`config.mk`:
```
export PLATFORM = sky130hd
export DESIGN_NAME = mem_access_unit
export DESIGN_NICKNAME = d
export VERILOG_FILES = /design/src/rtl/mem_access_unit.sv
export SDC_FILE = /design/constraint.sdc
export NUM_CORES = 1
export LEC_CHECK = 0
export BUFFER_PORTS_ARGS = -buffer_cell sky130_fd_sc_hd__buf_2
export CORE_MARGIN = 1.5
export CORE_UTILIZATION = 39
export CTS_BUF_LIST = sky130_fd_sc_hd__clkbuf_16
export CTS_CLUSTER_SIZE = 30
export DETAILED_ROUTE_END_ITERATION = 12
export PLACE_DENSITY = 0.7
export SLEW_MARGIN = 10
export SYNTH_ARGS = -nofsm -noshare
export SYNTH_HDL_FRONTEND = slang
export SYNTH_SLANG_ARGS = --single-unit
```
`constraint.sdc`:
```
create_clock -name clk -period 1.9 [get_ports clk]
set_input_delay 0.095 -clock clk [delete_from_list [all_inputs] [get_ports clk]]
set_output_delay 0.095 -clock clk [all_outputs]
set_load 0.02 [all_outputs]
```
`src/rtl/mem_access_unit.sv`:
```
// MEM-stage load/store unit: turns pipeline load/store requests into single
// data-bus transactions, with byte-lane steering, load extension and an ack timeout.
module mem_access_unit #(
  parameter int TIMEOUT_CYC = 16
) (
  input  logic        clk,
  input  logic        rst,
  input  logic        mem_read,
  input  logic        mem_write,
  input  logic [1:0]  mem_size,
  input  logic        load_signed,
  input  logic [31:0] mem_addr,
  input  logic [31:0] mem_wdata,
  output logic        stall,
  output logic [31:0] rdata_out,
  output logic        rdata_valid,
  output logic        acc_err,
  output logic        bus_req,
  output logic        bus_we,
  output logic [31:0] bus_addr,
  output logic [3:0]  bus_be,
  output logic [31:0] bus_wdata,
  input  logic        bus_ack,
  input  logic [31:0] bus_rdata
);
  typedef enum logic [1:0] {IDLE, REQ, DONE} state_t;

  localparam logic [7:0] LAST_WAIT = 8'(TIMEOUT_CYC - 1);

  state_t      state;
  logic [7:0]  wait_cnt;
  logic [1:0]  lat_lane;
  logic [1:0]  lat_size;
  logic        lat_signed;
  logic        acc_err_q;

  logic        request, illegal, accept;
  logic [3:0]  be_calc;
  logic [31:0] wd_calc;
  logic [7:0]  byte_sel;
  logic [15:0] half_sel;
  logic [31:0] ext_data;

  assign request = mem_read | mem_write;

  always_comb begin
    illegal = (mem_read & mem_write) || (mem_size == 2'b11) ||
              (mem_size == 2'b01 && mem_addr[0]) ||
              (mem_size == 2'b10 && mem_addr[1:0] != 2'b00);
  end

  assign accept  = (state == IDLE) && request && !illegal && !rst;
  // Illegal requests are rejected in the same cycle; timeouts report from DONE.
  assign stall   = !rst && (accept || state == REQ);
  assign acc_err = acc_err_q || (!rst && state == IDLE && request && illegal);

  always_comb begin
    be_calc = 4'b1111;
    wd_calc = mem_wdata;
    case (mem_size)
      2'b00: begin
        be_calc = 4'b0001 << mem_addr[1:0];
        wd_calc = {4{mem_wdata[7:0]}};
      end
      2'b01: begin
        be_calc = mem_addr[1] ? 4'b1100 : 4'b0011;
        wd_calc = {2{mem_wdata[15:0]}};
      end
      default: ;
    endcase
  end

  always_comb begin
    case (lat_lane)
      2'd0:    byte_sel = bus_rdata[7:0];
      2'd1:    byte_sel = bus_rdata[15:8];
      2'd2:    byte_sel = bus_rdata[23:16];
      default: byte_sel = bus_rdata[31:24];
    endcase
    half_sel = lat_lane[1] ? bus_rdata[31:16] : bus_rdata[15:0];
    case (lat_size)
      2'b00:   ext_data = {{24{lat_signed & byte_sel[7]}}, byte_sel};
      2'b01:   ext_data = {{16{lat_signed & half_sel[15]}}, half_sel};
      default: ext_data = bus_rdata;
    endcase
  end

  always_ff @(posedge clk) begin
    if (rst) begin
      state       <= IDLE;
      wait_cnt    <= '0;
      lat_lane    <= '0;
      lat_size    <= '0;
      lat_signed  <= 1'b0;
      acc_err_q   <= 1'b0;
      bus_req     <= 1'b0;
      bus_we      <= 1'b0;
      bus_addr    <= '0;
      bus_be      <= '0;
      bus_wdata   <= '0;
      rdata_out   <= '0;
      rdata_valid <= 1'b0;
    end else begin
      rdata_valid <= 1'b0;
      acc_err_q   <= 1'b0;
      case (state)
        IDLE: if (accept) begin
          state      <= REQ;
          wait_cnt   <= '0;
          bus_req    <= 1'b1;
          bus_we     <= mem_write;
          bus_addr   <= {mem_addr[31:2], 2'b00};
          bus_be     <= be_calc;
          bus_wdata  <= wd_calc;
          lat_lane   <= mem_addr[1:0];
          lat_size   <= mem_size;
          lat_signed <= load_signed;
        end
        REQ: begin
          // An ack on the final wait cycle still completes the access.
          if (bus_ack) begin
            state   <= DONE;
            bus_req <= 1'b0;
            if (!bus_we) begin
              rdata_out   <= ext_data;
              rdata_valid <= 1'b1;
            end
          end else if (wait_cnt == LAST_WAIT) begin
            state     <= DONE;
            bus_req   <= 1'b0;
            acc_err_q <= 1'b1;
            rdata_out <= '0;
          end else begin
            wait_cnt <= wait_cnt + 8'd1;
          end
        end
        DONE:    state <= IDLE;
        default: state <= IDLE;
      endcase
    end
  end
endmodule

```
==> summary.txt <==
Combinational share of power: 0.138
Seq pwr share: 0.401
Hold slack: 0.00869 ns
PwrDens: 848 nW/um^2
CP Data Arrival Time: 2.13 ns
Boundary pin count: 209
Largest net degree at the start of global routing: 80
Cells after DPL: 933
LEAKAGE: 3.41 nW
Core Box Area: 12600 um^2
Yosys reg bits: 117
CP Data Required Time: 2.24 ns
GPL Wtd Cong: 0.847
EDFF count, synth: 0
Clk_lat worst skew: 0.41 ns
Fraction of layout cells with a size suffix above 1: 0.312
Setup repair after global routing missed its margin: false
Initial Utilization: 0.400
Yosys warns: 0
Dpl hpwl: 10700 um
DRT Wirelength: 16400 um
Area Growth Syn to Fin: 51.6%
Crit Path Category: flop to flop
Mapped cell area: 5020 um^2
Vias in the first global route: 5327
Worst Max-Slew Pin Slew: 0.803 ns
DRC: 0
Pint: 0.00482 W
Post-Synthesis Cells: 584
Endpoints failing setup: 0
Cts bufs inserted: 17
Tcrit/Tclk final: 0.944
First-pass GRT wire length: 25900 um
IO buf count: 206
Final hold vios: 0
GRT overflow: 0
Clock power share: 0.461
Max VDD drop: 0.000674 V
Design Power: 0.00645 W
Synth cell types: 53
Hold Path Class: input pin to flop
NetSw: 0.00163 W
DP Area: 6240 um^2
ANT cells: 0
Via density: 5.23
Initial DRC count: 386
Chip width: 116 um
H-tree Lvls: 4
Clock Skew: 0.00943 ns
Full die area: 13600 um^2
Antenna-violating nets left: 0
CP max FO: 8
Seq/Total Area, Yosys: 0.466
Final Max Tran Viols: 0
Post-synth ARST share: 0
Postcts setup bufs: 0
Sw frac: 0.252
# rows: 41
CTS tree: yes
Fin area: 7610 um^2
MaxCap Viol Count: 0
Drt wl/cell: 15.7 um
Max Freq: 558 MHz
Setup TNS: 0 ns
Status: finished clean
Worst-case clock buffer depth: 2
Vias: 5450
Initial antenna violation count: 0
Avg Cell Area, Syn: 8.60 um^2
Max_slew headroom: 0.465
Num Clock Sinks: 117
Clock slew at the register clock pins of the worst setup and hold paths: 0.05 ns
Fin nets: 963
Final Non-Filler Cells: 1043
Die Ht: 116 um
Min Tclk post-route: 1.79 ns
Total Routing Usage GR: 0.247
Crit. End Element: flop
CP Launch Type: flop
Main synth FF type: dfxtp_1
CTS Root Cell: clkbuf_16
Pre-antenna DRT Iters: 5
[per-layer routing]
metal,share of wire,global-route usage
met5,0,0
met3,0.086,0.0835
met1,0.42,0.297
met2,0.47,0.403
met4,0.019,0.108
[kinds of logic (layout without fill, tap and decap cells)]
family,Yosys count,in the layout,share of synthesized area
AOI/OAI and AO/OA,152,152,0.204
adders and majority gates,2,2,0.00448
and+or+nand+nor,221,221,0.200
other,1,2,0.000747
xor gates and xnor gates,5,5,0.00872
muxes,33,33,0.0680
buffers and inverters,53,339,0.0473
DFF,117,117,0.466
[cells in the final DEF, fill, tap and decap left out, types with 4 or more instances in the layout]
master / synthesis / layout
dlygate4sd3_1: 0 / 78
mux2_2: 9 / 9
nor3_1: 7 / 5
clkbuf_16: 0 / 17
inv_1: 3 / 6
a311oi_1: 10 / 10
o211ai_1: 10 / 10
clkinv_2: 0 / 5
nor2b_1: 8 / 8
buf_2: 4 / 206
a32o_1: 8 / 8
a21oi_1: 60 / 59
clkinv_1: 1 / 4
nor2_1: 30 / 30
a211oi_1: 11 / 11
mux2i_1: 24 / 24
buf_4: 5 / 15
dfxtp_1: 117 / 117
o21ai_0: 20 / 20
nand2b_1: 20 / 20
nand2_1: 135 / 135
a221o_1: 16 / 16
o2bb2ai_1: 7 / 7
[flip-flops by register name (all words and copies together), names as in the netlist]
register,flops
bus_be,4
wait_cnt,8
bus_wdata,32
rdata_out,32
bus_addr,30
lat_size,2
rdata_valid,1
bus_we,1
bus_req,1
acc_err_q,1
lat_lane,2
state,2
lat_signed,1
[final timing paths]
kind                      start             to  slack [ns]  depth (start not counted)
setup / recovery    wait_cnt[0]    wait_cnt[4]        0.11                          5
hold / removal    mem_wdata[31]  bus_wdata[31]       0.009                          3
setup reg to reg    wait_cnt[0]    wait_cnt[4]        0.11                          5
hold reg to reg    bus_addr[22]   bus_addr[22]        0.45                          2
[per-stage QoR]
| step | setup WS, ns | utilization |
|---|---|---|
| floorplan | 0.0255 | - |
| CTS | 0.00300 | 0.603 |
| global placement | 0.0846 | 0.497 |
| finish | 0.107 | 0.606 |
| global route | 0.0177 | 0.606 |
| detailed placement | -0.0215 | 0.497 |
[timing repair]
| item | in CTS | in global routing |
|---|---|---|
| gates cloned | 0 | 0 |
| setup endpoints to repair | 17 | 18 |
| hold buffers | 78 | 0 |
| hold endpoints to repair | 78 | 0 |
| resized for setup | 2 | 7 |
[synthesized netlist by cell type (all sizes together) (9+ instances only)]
master / instances / area [um^2]
a221o: 16 / 160
nor2: 30 / 113
nand2b: 20 / 125
nand2: 135 / 507
o211ai: 10 / 75.1
clkbuf: 33 / 124
mux2i: 24 / 240
a311oi: 10 / 87.6
a211oi: 11 / 82.6
dfxtp: 117 / 2340
mux2: 9 / 101
a21oi: 60 / 300
buf: 16 / 98.9
o21ai: 20 / 100
[power by group through the flow]
| stage | combinational [W] | sequential (W) | clock (W) |
|---|---|---|---|
| after global routing | 0.000964 | 0.00260 | 0.00315 |
| final | 0.000890 | 0.00259 | 0.00297 |
| after CTS | 0.000871 | 0.00259 | 0.00303 |
| after global placement | 0.000732 | 0.00263 | 0 |
| after floorplan | 0.000338 | 0.00272 | 0 |
| after detailed placement | 0.000745 | 0.00264 | 0 |
[worst max-delay path: stages, from the launching register on]
cell and delay (ns):
dfxtp_1 0.33, ha_1 0.21, and3_2 0.26, a211o_1 0.31
or3b_2 0.48, a21oi_2 0.14
[cell type report]
type | instances | area [um^2]
inverter | 4 | 15.0
clock inverter | 15 | 124
sequential | 117 | 2340
multi-input combinational | 415 | 2490
timing repair buffer | 303 | 2000
fill | 1081 | 4960
tap | 172 | 215
clock buffer | 17 | 425
Power figures use the tool's default switching activity.
